$ cat config.mk
export PLATFORM = sky130hd
export DESIGN_NAME = division_sign_restore_flat
export DESIGN_NICKNAME = d
export VERILOG_FILES = /design/src/rtl/division_sign_restore_if.sv /design/src/rtl/division_sign_restore.sv /design/src/flat_wrapper.sv
export SDC_FILE = /design/constraint.sdc
export NUM_CORES = 1
export LEC_CHECK = 0
export ABC_AREA = 1
export CAP_MARGIN = 40
export CORE_MARGIN = 5
export CORE_UTILIZATION = 55
export CTS_BUF_LIST = sky130_fd_sc_hd__clkbuf_4 sky130_fd_sc_hd__clkbuf_8
export DETAILED_ROUTE_END_ITERATION = 10
export DONT_BUFFER_PORTS = 1
export PLACE_DENSITY_LB_ADDON = 0.3
export SKIP_LAST_GASP = 1
export SYNTH_ARGS = -nofsm -noshare
export SYNTH_HDL_FRONTEND = slang
export SYNTH_SLANG_ARGS = --single-unit
$ cat constraint.sdc
create_clock -name clk -period 2.15 [get_ports clk]
set_input_delay 0.5375 -clock clk [delete_from_list [all_inputs] [get_ports clk]]
set_output_delay 0.5375 -clock clk [all_outputs]
set_load 0.005 [all_outputs]
$ cat src/rtl/division_sign_restore_if.sv
// division_sign_restore_if: request/result bundle between the divider and its sign-restoration stage.
interface division_sign_restore_if;
  logic       start;
  logic [3:0] q_mag;
  logic [3:0] r_mag;
  logic       a_sign;
  logic       b_sign;
  logic [3:0] q;
  logic [3:0] r;
  logic       busy;
  logic       done;
  logic       ovf;
  modport master (output start, q_mag, r_mag, a_sign, b_sign, input q, r, busy, done, ovf);
  modport slave (input start, q_mag, r_mag, a_sign, b_sign, output q, r, busy, done, ovf);
endinterface

$ cat src/rtl/division_sign_restore.sv
// division_sign_restore: reapplies operand signs to divider magnitudes using one shared negation adder.
module division_sign_restore (
  input logic                    clk,
  input logic                    rst,
  division_sign_restore_if.slave bus
);
  typedef enum logic [1:0] {IDLE, CONV_Q, CONV_R, DONE} state_t;
  state_t     state_q, state_d;
  logic [3:0] qm_q, rm_q, q_q, r_q, q_d, r_d, src, neg;
  logic       as_q, bs_q, done_q, ovf_q, done_d, ovf_d, take, q_neg, q_ovf, r_ovf;
  // DONE also accepts start so a held request restarts with a 3-cycle cadence
  assign take = bus.start && (state_q == IDLE || state_q == DONE);
  always_ff @(posedge clk or negedge rst)
    if (!rst) begin
      state_q <= IDLE;
      qm_q    <= '0;
      rm_q    <= '0;
      as_q    <= 1'b0;
      bs_q    <= 1'b0;
      q_q     <= '0;
      r_q     <= '0;
      done_q  <= 1'b0;
      ovf_q   <= 1'b0;
    end else begin
      state_q <= state_d;
      q_q     <= q_d;
      r_q     <= r_d;
      done_q  <= done_d;
      ovf_q   <= ovf_d;
      if (take) begin
        qm_q <= bus.q_mag;
        rm_q <= bus.r_mag;
        as_q <= bus.a_sign;
        bs_q <= bus.b_sign;
      end
    end
  always_comb
    state_d = take ? CONV_Q : state_q == CONV_Q ? CONV_R : state_q == CONV_R ? DONE : IDLE;
  always_comb begin
    src    = state_q == CONV_R ? rm_q : qm_q;
    neg    = (src ^ 4'hf) + 4'd1;
    q_neg  = as_q ^ bs_q;
    q_ovf  = q_neg ? qm_q > 4'd8 : qm_q[3];
    r_ovf  = as_q ? rm_q > 4'd8 : rm_q[3];
    q_d    = state_q == CONV_Q ? (q_neg ? neg : qm_q) : q_q;
    r_d    = state_q == CONV_R ? (as_q ? neg : rm_q) : r_q;
    done_d = state_q == CONV_R;
    ovf_d  = state_q == CONV_R ? (q_ovf | r_ovf) : take ? 1'b0 : ovf_q;
  end
  assign bus.q    = q_q;
  assign bus.r    = r_q;
  assign bus.busy = state_q != IDLE;
  assign bus.done = done_q;
  assign bus.ovf  = ovf_q;
endmodule
$ cat src/flat_wrapper.sv
// flat-port wrapper written by rule: the top's interface ports become plain ports
module division_sign_restore_flat 
  (clk, rst, bus_start, bus_q_mag, bus_r_mag, bus_a_sign, bus_b_sign, bus_q, bus_r, bus_busy, bus_done, bus_ovf);
  division_sign_restore_if bus_i ();
  input logic clk;
  input logic rst;
  input wire logic [$bits(bus_i.start)-1:0] bus_start;
  input wire logic [$bits(bus_i.q_mag)-1:0] bus_q_mag;
  input wire logic [$bits(bus_i.r_mag)-1:0] bus_r_mag;
  input wire logic [$bits(bus_i.a_sign)-1:0] bus_a_sign;
  input wire logic [$bits(bus_i.b_sign)-1:0] bus_b_sign;
  output wire logic [$bits(bus_i.q)-1:0] bus_q;
  output wire logic [$bits(bus_i.r)-1:0] bus_r;
  output wire logic [$bits(bus_i.busy)-1:0] bus_busy;
  output wire logic [$bits(bus_i.done)-1:0] bus_done;
  output wire logic [$bits(bus_i.ovf)-1:0] bus_ovf;
  assign bus_i.start = bus_start;
  assign bus_i.q_mag = bus_q_mag;
  assign bus_i.r_mag = bus_r_mag;
  assign bus_i.a_sign = bus_a_sign;
  assign bus_i.b_sign = bus_b_sign;
  assign bus_q = bus_i.q;
  assign bus_r = bus_i.r;
  assign bus_busy = bus_i.busy;
  assign bus_done = bus_i.done;
  assign bus_ovf = bus_i.ovf;
  division_sign_restore u_core (.clk(clk), .rst(rst), .bus(bus_i));
endmodule
* Word level (Yosys, flattened, before mapping)
Cells that the tools add are included.
** Storage, ports and cells
- Logic and storage cells :: 33
- Register bits :: 22
- Output and inout bits :: 11
- Input bits :: 13
** Operators by class
- Equality and inequality tests :: 3
- Order comparisons :: 2
- Add/subtract/negate cells :: 1
- Bitwise logic cells :: 3
- Reductions and logical operators :: 5
- Multiplexer cells :: 10
** Operators with widths (count)
- $mux 4 :: 3
- $gt 4x4->1 const B :: 2
- $mux 2 :: 3
- $add 4x1->4 const B :: 1
- $eq 2x2->1 const B :: 2
- $mux 1 :: 4
- $not 4->4 :: 1
- $reduce_bool 2->1 :: 2
- $eq 2x1->1 const B :: 1
- $logic_not 2->1 :: 1
- $logic_and 1x1->1 :: 1
- $logic_or 1x1->1 :: 1
- $or 1x1->1 :: 1
- $xor 1x1->1 :: 1

* Logic depth before layout (Yosys ltp)
Gate-level depths: netlist of the first run.
- Depth in word-level cells :: 5
- Gate-level depth with buffers :: 10
- Depth with buffers taken out :: 10

* Worst setup path after synthesis of the first run
No wires, ideal clock.
- Path type :: register -> register
- Start point :: register u_core.state_q[0]
- End point :: register u_core.q_q[2] (netlist: u_core.bus.q[2])
- Data arrival time :: 1431 ps
- Cell stages (with the launch flop) :: 10
- Path buffers :: 0
- Setup time :: 76 ps
- Data required time :: 2074 ps
- Setup slack :: 643 ps
- Period minus slack after synthesis :: 1507 ps
- Cells stage by stage :: dfrtp_1 > inv_1 > ha_1 > inv_2 > nand2_1 > nand2_1 > ha_1 > xnor2_1 > nor2_1 > o21ai_1
** On the way
- Cells in the longest elaborated chain, start to end :: 5
- Elaborated cells on any way between the ends :: 6
- Classes of those cells :: add/sub (1); eq/ne (2); mux (2); bitwise (1)
** RTL lines
- start: declaration :: line division_sign_restore.sv:8 : state_t state_q, state_d;
- start signal: assignment :: line division_sign_restore.sv:25 : state_q <= state_d;
- $eq 2x2->1
- named net u_core.done_d :: line division_sign_restore.sv:10 : logic as_q, bs_q, done_q, ovf_q, done_d, ovf_d, take, q_neg, q_ovf, r_ovf;
- $mux 4 :: line division_sign_restore.sv:40 : src = state_q == CONV_R ? rm_q : qm_q;
- $not 4->4 (no line)
- $add 4x1->4 :: line division_sign_restore.sv:41 : neg = (src ^ 4'hf) + 4'd1;
- $mux 4 :: line division_sign_restore.sv:45 : q_d = state_q == CONV_Q ? (q_neg ? neg : qm_q) : q_q;
- end signal: assignment :: line division_sign_restore.sv:26 : q_q <= q_d;
- end: declaration :: line division_sign_restore.sv:9 : logic [3:0] qm_q, rm_q, q_q, r_q, q_d, r_d, src, neg;
The timed path passes the listed nets, and every way through them passes these cells.
A chain may end at the register's enable or synchronous reset.

* Final worst setup path of the first run
- Start point :: register u_core.state_q[0]
- End point :: register u_core.r_q[1] (netlist: u_core.bus.r[1])
** On the way
- Cells in the longest elaborated chain, start to end :: 5
** RTL lines
- $eq 2x2->1 (*)
- named net u_core.done_d :: line division_sign_restore.sv:10
- $mux 4 :: line division_sign_restore.sv:40
- $not 4->4 (no line)
- $add 4x1->4 :: line division_sign_restore.sv:41
- $mux 4 :: line division_sign_restore.sv:46 : r_d = state_q == CONV_R ? (as_q ? neg : rm_q) : r_q;
- end signal: assignment :: line division_sign_restore.sv:27 : r_q <= r_d;
- end: declaration :: line division_sign_restore.sv:9
The timed path passes the listed nets; every way through them passes the cells marked *.

==> impl_metrics.env, run 1 <==
export IMPL_setup_violations_final=0
export IMPL_syn_avg_cell_area_um2=8.390
export IMPL_core_area_um2=1922
export IMPL_n_fill_cell=173
export IMPL_finalHoldViolations=0
export IMPL_yosysUniqueCellTypes=17
export IMPL_route_detailed_drc=0
export IMPL_ys_top_cells_by_area="dfrtp_1 51%, nand2_1 11%, inv_1 5.9%"
export IMPL_io_buffers=0
export IMPL_die_x_um=54.36
export IMPL_fin_crit_sh=0.8010
export IMPL_antenna_found_initial=0
export IMPL_dpl_hpwl_um=1630
export IMPL_gp_congestion=0.8958
export IMPL_postCtsSetupRepairBufs=0
export IMPL_cts_root_buf="clkbuf_4"
export IMPL_required_ps=2350
export IMPL_fin_cells=162
export IMPL_initial_utilization=0.5632
export IMPL_cts_buffers=3
export IMPL_drv_slew=0
export IMPL_yosys_area_top_type="dfrtp_1"
export IMPL_die_area_um2=2955
export IMPL_r2r_end="u_core.bus.r[1]$_DFFE_PN0N_"
export IMPL_syn_num_nets=147
export IMPL_grt_pass1_vias=860
export IMPL_synth_top_area_share=0.5087
export IMPL_clkSlewWorstSetupHoldPaths_ps=120
export IMPL_holdCritStartpoint="bus_q_mag[3]"
export IMPL_p_leak_nw=0.6313
export IMPL_ys_ff_latch=22
export IMPL_htreeDepth=1
export IMPL_cp_start_kind="flop"
export IMPL_viasPerCell=5.204
export IMPL_maxSlewHeadroom=0.7320
export IMPL_dp_cells=156
export IMPL_period_needed_ps=1722
export IMPL_finalNetCount=154
export IMPL_peakVddDrop_mv=0.8461
export IMPL_path_class="reg -> reg"
export IMPL_tritoncts="yes"
export IMPL_grt_usage=0.1704
export IMPL_grt_pass1_wl_um=3650
export IMPL_yosysSeqAreaShare=0.5087
export IMPL_maxCapViolCount=0
export IMPL_holdCritPathClass="in -> reg"
export IMPL_rr_worst_depth=8
export IMPL_worst_hold_path_endpoint="u_core.qm_q[3]$_DFFE_PN0P_"
export IMPL_areaGrowthSynthToFinish_pct=9.017
export IMPL_clk_path_buf_depth=2
export IMPL_diodes=0
export IMPL_cts_num_sinks=22
export IMPL_endpoint_kind="flop"
export IMPL_whs_path_depth=1
export IMPL_vias=843
export IMPL_regArea_um2=550.5
export IMPL_layout_commonest_cell="nand2_1"
export IMPL_finalPower_mw=2.018
export IMPL_routedWlPerCell_um=12.75
export IMPL_grt_max_degree=23
export IMPL_skew_ps=6.105
export IMPL_dr_pass1_iters=4
export IMPL_yosysWarningCount=0
export IMPL_first_iter_violations=18
export IMPL_timing_rr_start="u_core.state_q[0]$_DFF_PN0_"
export IMPL_rsz0062_at_grt="no"
export IMPL_num_rows=16
export IMPL_clk_insertion_delay_late_ps=310
export IMPL_routed_wirelength_um=2065
export IMPL_max_freq_mhz=580.7
export IMPL_grt_overflow=0
export IMPL_status="finished clean"
export IMPL_p_per_area_nw_per_um2=1710
export IMPL_cp_arrival_ps=1920
export IMPL_layout_common_cells="32 x nand2_1, 22 x dfrtp_1, 17 x inv_1"
export IMPL_worstMarginPinSlew_ps=401.1
export IMPL_multi_input_area_um2=455.4
export IMPL_r2r_setup_slack_ps=430
export IMPL_netlist_area_um2=1082
export IMPL_ant_nets=0
export IMPL_syn_instance_count=129
export IMPL_die_h_um=54.36
export IMPL_io_pins=24
export IMPL_setup_tns_ps=0
export IMPL_cp_max_fo=8
export IMPL_drive_gt1_frac=0.1111
## worst max-delay path by stage
| stage | start | endpoint | slack, ps | cells past startpoint |
|---|---|---|---|---|
| floorplan | u_core.state_q[0]$_DFF_PN0_ | u_core.bus.q[2]$_DFFE_PN0N_ | 640 | 9 |
| global placement | u_core.state_q[0]$_DFF_PN0_ | u_core.bus.r[1]$_DFFE_PN0N_ | 550 | 8 |
| detailed placement | u_core.state_q[0]$_DFF_PN0_ | u_core.bus.r[1]$_DFFE_PN0N_ | 470 | 8 |
| CTS | u_core.state_q[0]$_DFF_PN0_ | u_core.bus.r[1]$_DFFE_PN0N_ | 430 | 8 |
| global route | u_core.state_q[0]$_DFF_PN0_ | u_core.bus.r[2]$_DFFE_PN0N_ | 290 | 9 |
| finish | u_core.state_q[0]$_DFF_PN0_ | u_core.bus.r[1]$_DFFE_PN0N_ | 430 | 8 |
## synth_stat cells
library cell / instances
nand2_1: 32
dfrtp_1: 22
inv_1: 17
nor2_1: 14
a21oi_1: 9
nand3_1: 7
o21ai_1: 7
ha_1: 5
o21ai_0: 4
mux2_2: 3
inv_2: 2
nand2_2: 2
buf_2: 1
nor2_2: 1
o211ai_1: 1
xnor2_1: 1
xnor2_2: 1
## metrics by stage
stage                       util  cell area, µm²  setup WS, ps  hold WS [ps]
after global routing      0.6139            1180         292.2         361.7
after floorplan                -            1082         642.7         241.9
after detailed placement  0.5820            1119         466.8         242.5
after global placement    0.5820            1119         547.4         242.6
after CTS                 0.6061            1165         432.1         362.1
final                     0.6139            1180         427.9         364.6
## sequential cells by signal (all words and copies together), names as in the netlist
register and cells:
u_core.bus.done 1, u_core.bus.q 4, u_core.bus.r 4, u_core.state_q 2
u_core.bs_q 1, u_core.bus.ovf 1, u_core.qm_q 4, u_core.as_q 1
u_core.rm_q 4
## area by class of cell
type	instances	area share
flip-flops and latches	22	0.4666
well taps	27	0.02863
inverters	19	0.06045
repair buffers	3	0.02757
multi-input cells	87	0.3860
clock buffers	4	0.03075
## cell families after synthesis
group,Yosys count,synth area share
simple gates,56,0.2093
flops,22,0.5087
compound gates,21,0.09942
buf+inv,20,0.07052
fa+ha+maj,5,0.05780
mux,3,0.03121
xor+xnor,2,0.02313
## where the power goes
group	internal [mW]	leakage, nW	total [mW]	switching (mW)
sequential	0.629	0.257	0.796	0.167
combinational	0.380	0.354	0.994	0.614
clock	0.104	0.0210	0.228	0.124
## per-layer routing
| layer | vias up | part of all wire | global-route usage |
|---|---|---|---|
| li1 | 417 | - | - |
| met1 | 394 | 0.45 | 0.2142 |
| met2 | 27 | 0.47 | 0.2649 |
| met3 | 5 | 0.056 | 0.04632 |
| met4 | 0 | 0.020 | 0.09129 |
| met5 | - | 0 | 0 |
## critical path, stage by stage (launching register included)
cell,delay (ps)
dfrtp_1,400
inv_1,100
ha_1,300
inv_2,130
nand2_1,80
nand2_1,70
ha_1,300
nor2_1,130
o21ai_0,100
## repair_timing
action                    4_1_cts  5_1_grt
gates resized for setup         0        0
hold endpoints to repair       22        0
hold buffers                    1        0
Power figures use the tool's default switching activity.
==> run 2: changes to the inputs <==
==> constraint.sdc (replaced) <==
create_clock -name clk -period 1.7 [get_ports clk]
set_input_delay 0.425 -clock clk [delete_from_list [all_inputs] [get_ports clk]]
set_output_delay 0.425 -clock clk [all_outputs]
set_load 0.005 [all_outputs]
==> run 2 against run 1 <==
Net effect: clock skew decreased by 2.6 ps; flip-flop and latch count unchanged; core utilization up 2.1 points; non-clock buffer count grew 2; first-iteration DRC count up 11%; combinational power up 43%; clock power is essentially flat; hold slack got worse by 98 ps; register-to-register slack lost 270 ps; maximum frequency grew 11%; global-route usage down 0.50 points; largest power group unchanged.
==> impl_metrics.env, run 2 (synthesis gave the netlist of run 1 again) <==
export IMPL_io_pins=24
export IMPL_drive_gt1_frac=0.1618
export IMPL_initial_utilization=0.5632
export IMPL_worstMarginPinSlew_ps=526.3
export IMPL_grt_max_degree=23
export IMPL_r2r_setup_slack_ps=160
export IMPL_multi_input_area_um2=498.0
export IMPL_worstSetupStartpoint="u_core.state_q[0]$_DFF_PN0_"
export IMPL_finalHoldViolations=0
export IMPL_setup_tns_ps=0
export IMPL_rsz0062_at_grt="no"
export IMPL_dr_pass1_iters=6
export IMPL_cts_num_sinks=22
export IMPL_cts_buffers=3
export IMPL_dp_cells=158
export IMPL_cts_root_buf="clkbuf_4"
export IMPL_die_area_um2=2955
export IMPL_required_ps=1900
export IMPL_grt_pass1_wl_um=3443
export IMPL_die_h_um=54.36
export IMPL_peakVddDrop_mv=1.124
export IMPL_die_x_um=54.36
export IMPL_endpoint_kind="flop"
export IMPL_fin_crit_sh=0.9086
export IMPL_cp_cell_sequence="inv_2, ha_2, nand2_1, inv_1, nor2_4, ha_4, xnor2_2, o21ai_1, nand2_1"
export IMPL_whs_path_depth=1
export IMPL_p_leak_nw=0.6359
export IMPL_rr_worst_depth=9
export IMPL_tritoncts="yes"
export IMPL_routedWlPerCell_um=12.56
export IMPL_clk_path_buf_depth=2
export IMPL_dpl_hpwl_um=1593
export IMPL_finalNetCount=156
export IMPL_cp_max_fo=4
export IMPL_layout_commonest_cell="nand2_1"
export IMPL_period_needed_ps=1545
export IMPL_ant_nets=0
export IMPL_maxCapViolCount=0
export IMPL_drv_slew=0
export IMPL_worst_hold_path_endpoint="u_core.rm_q[3]$_DFFE_PN0P_"
export IMPL_num_rows=16
export IMPL_status="finished clean"
export IMPL_holdCritStartpoint="bus_r_mag[3]"
export IMPL_io_buffers=0
export IMPL_path_class="reg -> reg"
export IMPL_holdCritPathClass="in -> reg"
export IMPL_cp_start_kind="flop"
export IMPL_antenna_found_initial=0
export IMPL_p_per_area_nw_per_um2=2185
export IMPL_maxSlewHeadroom=0.6480
export IMPL_fin_cells=163
export IMPL_diodes=0
export IMPL_clkSlewWorstSetupHoldPaths_ps=110
export IMPL_cp_slowest_cell="dfrtp_1"
export IMPL_viasPerCell=5.202
export IMPL_route_detailed_drc=0
export IMPL_core_area_um2=1922
export IMPL_path_common_cell="nand2_1"
export IMPL_critPathMaxStageDelay_ps=410
export IMPL_max_freq_mhz=647.4
export IMPL_cp_arrival_ps=1750
export IMPL_routed_wirelength_um=2048
export IMPL_first_iter_violations=20
export IMPL_skew_ps=3.474
export IMPL_timing_rr_start="u_core.state_q[0]$_DFF_PN0_"
export IMPL_r2r_end="u_core.bus.r[2]$_DFFE_PN0N_"
export IMPL_grt_usage=0.1654
export IMPL_layout_common_cells="31 x nand2_1, 22 x dfrtp_1, 16 x inv_1"
export IMPL_grt_overflow=0
export IMPL_setup_violations_final=0
export IMPL_htreeDepth=1
export IMPL_grt_pass1_vias=852
export IMPL_regArea_um2=550.5
export IMPL_areaGrowthSynthToFinish_pct=12.72
export IMPL_gp_congestion=0.9190
export IMPL_n_fill_cell=175
export IMPL_clk_insertion_delay_late_ps=300
export IMPL_vias=848
==> run 2: area by class of cell <==
type / instances / share of cell area
sequential: 22 / 0.4513
clock buffer: 3 / 0.01846
tap: 27 / 0.02769
inverter: 19 / 0.05846
timing repair buffer: 5 / 0.03590
multi-input combinational: 87 / 0.4082
==> run 2: what timing repair did <==
item,CTS,global route
endpoints found under the hold margin,22,0
gates resized for setup,0,8
hold buffers,1,0
setup buffers,0,0
endpoints found under the setup margin,0,6
==> run 2: per-stage QoR <==
stage / worst slack (ps) / hold WS [ps] / power, mW / instance area (µm²) / util
after CTS: 15.16 / 260.8 / 2.541 / 1166 / 0.6068
final: 155.4 / 266.2 / 2.666 / 1220 / 0.6348
after floorplan: 192.7 / 129.4 / 1.977 / 1082 / -
after global routing: 54.40 / 256.5 / 2.967 / 1220 / 0.6348
after global placement: 105.9 / 130.0 / 2.257 / 1134 / 0.5898
after detailed placement: 47.42 / 129.9 / 2.303 / 1134 / 0.5898
==> run 2: how the worst max path moves through the flow <==
| stage | to | depth (start not counted) |
|---|---|---|
| 2_1_floorplan | u_core.bus.q[2]$_DFFE_PN0N_ | 9 |
| 3_3_place_gp | u_core.bus.q[2]$_DFFE_PN0N_ | 9 |
| 3_5_place_dp | u_core.bus.q[2]$_DFFE_PN0N_ | 9 |
| 4_1_cts | u_core.bus.q[2]$_DFFE_PN0N_ | 9 |
| 5_1_grt | u_core.bus.r[1]$_DFFE_PN0N_ | 8 |
| 6_report | u_core.bus.r[2]$_DFFE_PN0N_ | 9 |
==> run 2: report_power, final <==
group / total [mW] / leakage [nW] / switching (mW) / internal (mW)
clock network: 0.227 / 0.0138 / 0.144 / 0.0826
logic: 1.42 / 0.365 / 0.824 / 0.594
registers: 1.02 / 0.257 / 0.224 / 0.796
==> run 2: per-layer routing <==
layer | part of all wire | track usage | vias to the layer above
met5 | 0 | 0 | -
met4 | 0.020 | 0.09544 | 0
met3 | 0.057 | 0.04632 | 4
met2 | 0.48 | 0.2590 | 28
met1 | 0.45 | 0.2028 | 388
li1 | - | - | 428
==> run 2: worst max-delay path: cells and delay by family, from the launching register on <==
kind            cells  cell delay, ps
buf+inv             2             200
fa+ha+maj           2             380
flops               1             410
compound gates      1             110
xor+xnor            1             130
simple gates        3             210
==> run 3: changes to the inputs <==
--- a/config.mk
+++ b/config.mk
@@ -12,7 +12,7 @@
 export CTS_BUF_LIST = sky130_fd_sc_hd__clkbuf_4 sky130_fd_sc_hd__clkbuf_8
 export DETAILED_ROUTE_END_ITERATION = 10
 export DONT_BUFFER_PORTS = 1
-export PLACE_DENSITY_LB_ADDON = 0.3
+export PLACE_DENSITY = 0.7
 export SKIP_LAST_GASP = 1
 export SYNTH_ARGS = -nofsm -noshare
 export SYNTH_HDL_FRONTEND = slang
==> constraint.sdc (replaced) <==
create_clock -name clk -period 1.83 [get_ports clk]
set_input_delay 0.4575 -clock clk [delete_from_list [all_inputs] [get_ports clk]]
set_output_delay 0.4575 -clock clk [all_outputs]
set_load 0.005 [all_outputs]
==> run 3 against run 2 <==
Net effect: hold slack improved by 32 ps; non-clock buffer count down 2; first-iteration DRC count is 20% higher; largest cell class unchanged; largest power group unchanged.
==> impl_metrics.env, run 3 (synthesis gave the netlist of run 1 again) <==
export IMPL_period_needed_ps=1629
export IMPL_grt_pass1_wl_um=3615
export IMPL_postCtsSetupRepairBufs=0
export IMPL_clk_path_buf_depth=2
export IMPL_routed_wirelength_um=2119
export IMPL_maxCapViolCount=0
export IMPL_setup_violations_final=0
export IMPL_holdCritStartpoint="bus_q_mag[3]"
export IMPL_grt_max_degree=23
export IMPL_skew_ps=4.026
export IMPL_layout_common_cells="32 x nand2_1, 22 x dfrtp_1, 17 x inv_1"
export IMPL_route_detailed_drc=0
export IMPL_finalNetCount=154
export IMPL_finalHoldViolations=0
export IMPL_holdCritPathClass="in -> reg"
export IMPL_drv_slew=0
export IMPL_required_ps=2070
export IMPL_cp_max_fo=8
export IMPL_r2r_setup_slack_ps=200
export IMPL_die_area_um2=2955
export IMPL_whs_path_depth=1
export IMPL_p_leak_nw=0.6225
export IMPL_worstSetupStartpoint="u_core.state_q[0]$_DFF_PN0_"
export IMPL_cp_start_kind="flop"
export IMPL_core_area_um2=1922
export IMPL_tritoncts="yes"
export IMPL_antenna_found_initial=0
export IMPL_gp_congestion=0.8767
export IMPL_areaGrowthSynthToFinish_pct=7.977
export IMPL_die_h_um=54.36
export IMPL_maxSlewHeadroom=0.6467
export IMPL_diodes=0
export IMPL_clkSlewWorstSetupHoldPaths_ps=110
export IMPL_r2r_end="u_core.bus.q[2]$_DFFE_PN0N_"
export IMPL_viasPerCell=5.056
export IMPL_p_per_area_nw_per_um2=1994
export IMPL_peakVddDrop_mv=0.9232
export IMPL_io_buffers=0
export IMPL_io_pins=24
export IMPL_rsz0062_at_grt="no"
export IMPL_worst_hold_path_endpoint="u_core.qm_q[3]$_DFFE_PN0P_"
export IMPL_layout_commonest_cell="nand2_1"
export IMPL_cts_buffers=3
export IMPL_vias=814
export IMPL_cp_arrival_ps=1870
export IMPL_drive_gt1_frac=0.1119
export IMPL_setup_tns_ps=0
export IMPL_max_freq_mhz=613.9
export IMPL_initial_utilization=0.5632
export IMPL_dpl_hpwl_um=1656
export IMPL_htreeDepth=1
export IMPL_setup_slack_ps=201.0
export IMPL_fin_crit_sh=0.8901
export IMPL_grt_usage=0.1730
export IMPL_routedWlPerCell_um=13.16
export IMPL_first_iter_violations=24
export IMPL_grt_pass1_vias=840
export IMPL_timing_rr_start="u_core.state_q[0]$_DFF_PN0_"
export IMPL_grt_overflow=0
export IMPL_ant_nets=0
export IMPL_status="finished clean"
export IMPL_endpoint_kind="flop"
export IMPL_path_class="reg -> reg"
export IMPL_cts_num_sinks=22
export IMPL_pre_cts_ws_ps=163.9
export IMPL_cts_root_buf="clkbuf_4"
export IMPL_finalPower_mw=2.331
export IMPL_num_rows=16
export IMPL_clk_insertion_delay_late_ps=300
export IMPL_dr_pass1_iters=4
export IMPL_die_x_um=54.36
export IMPL_rr_worst_depth=9
export IMPL_worstMarginPinSlew_ps=528.3
[run 3: changes by cell type in the layout (fill, tap and decap cells not counted), sizes merged]
cell  delta
buf      -2
[run 3: worst max-delay path by stage]
stage / cells past startpoint / end
2_1_floorplan: 9 / u_core.bus.q[2]$_DFFE_PN0N_
3_5_place_dp: 9 / u_core.bus.q[2]$_DFFE_PN0N_
4_1_cts: 9 / u_core.bus.q[2]$_DFFE_PN0N_
5_1_grt: 9 / u_core.bus.q[2]$_DFFE_PN0N_
6_report: 9 / u_core.bus.q[2]$_DFFE_PN0N_
3_3_place_gp: 8 / u_core.bus.r[1]$_DFFE_PN0N_
[run 3: through the flow]
stage | util | std cells | cell area, µm² | hold WS [ps]
6_report | 0.6081 | 161 | 1169 | 298.3
5_1_grt | 0.6081 | 161 | 1169 | 278.4
4_1_cts | 0.5990 | 160 | 1151 | 288.4
3_5_place_dp | 0.5820 | 156 | 1119 | 162.5
3_3_place_gp | 0.5820 | 156 | 1119 | 162.5
2_1_floorplan | - | 129 | 1082 | 161.9
[run 3: power by group]
part / switching (mW) / internal, mW
logic: 0.723 / 0.452
registers: 0.205 / 0.739
clock network: 0.135 / 0.0767
[run 3: cell type report]
type                       count  area [µm²]
sequential                    22       550.5
inverter                      19       71.32
clock buffer                   3       22.52
timing repair buffer           3       32.53
fill                         185       753.2
tap                           27       33.78
multi-input combinational     87       457.9
[run 3: repair_timing]
item,CTS,global route
gates resized for setup,0,1
endpoints found under the setup margin,0,2
hold buffers,1,0
endpoints found under the hold margin,22,0
[run 3: layer usage]
layer  track usage  vias to the layer above  share of wire
li1              -                      418              -
met1        0.2153                      366           0.46
met2        0.2749                       28           0.48
met3       0.04632                        2          0.051
met4       0.08714                        0         0.0066
met5             0                        -              0
[run 3: worst max-delay path, stage by stage, from the launching register on]
cell	delay, ps
dfrtp_1	400
inv_1	100
ha_2	260
inv_2	100
nand2_1	70
nand2_1	70
ha_1	200
xnor2_1	190
nor2_1	60
o21ai_1	110
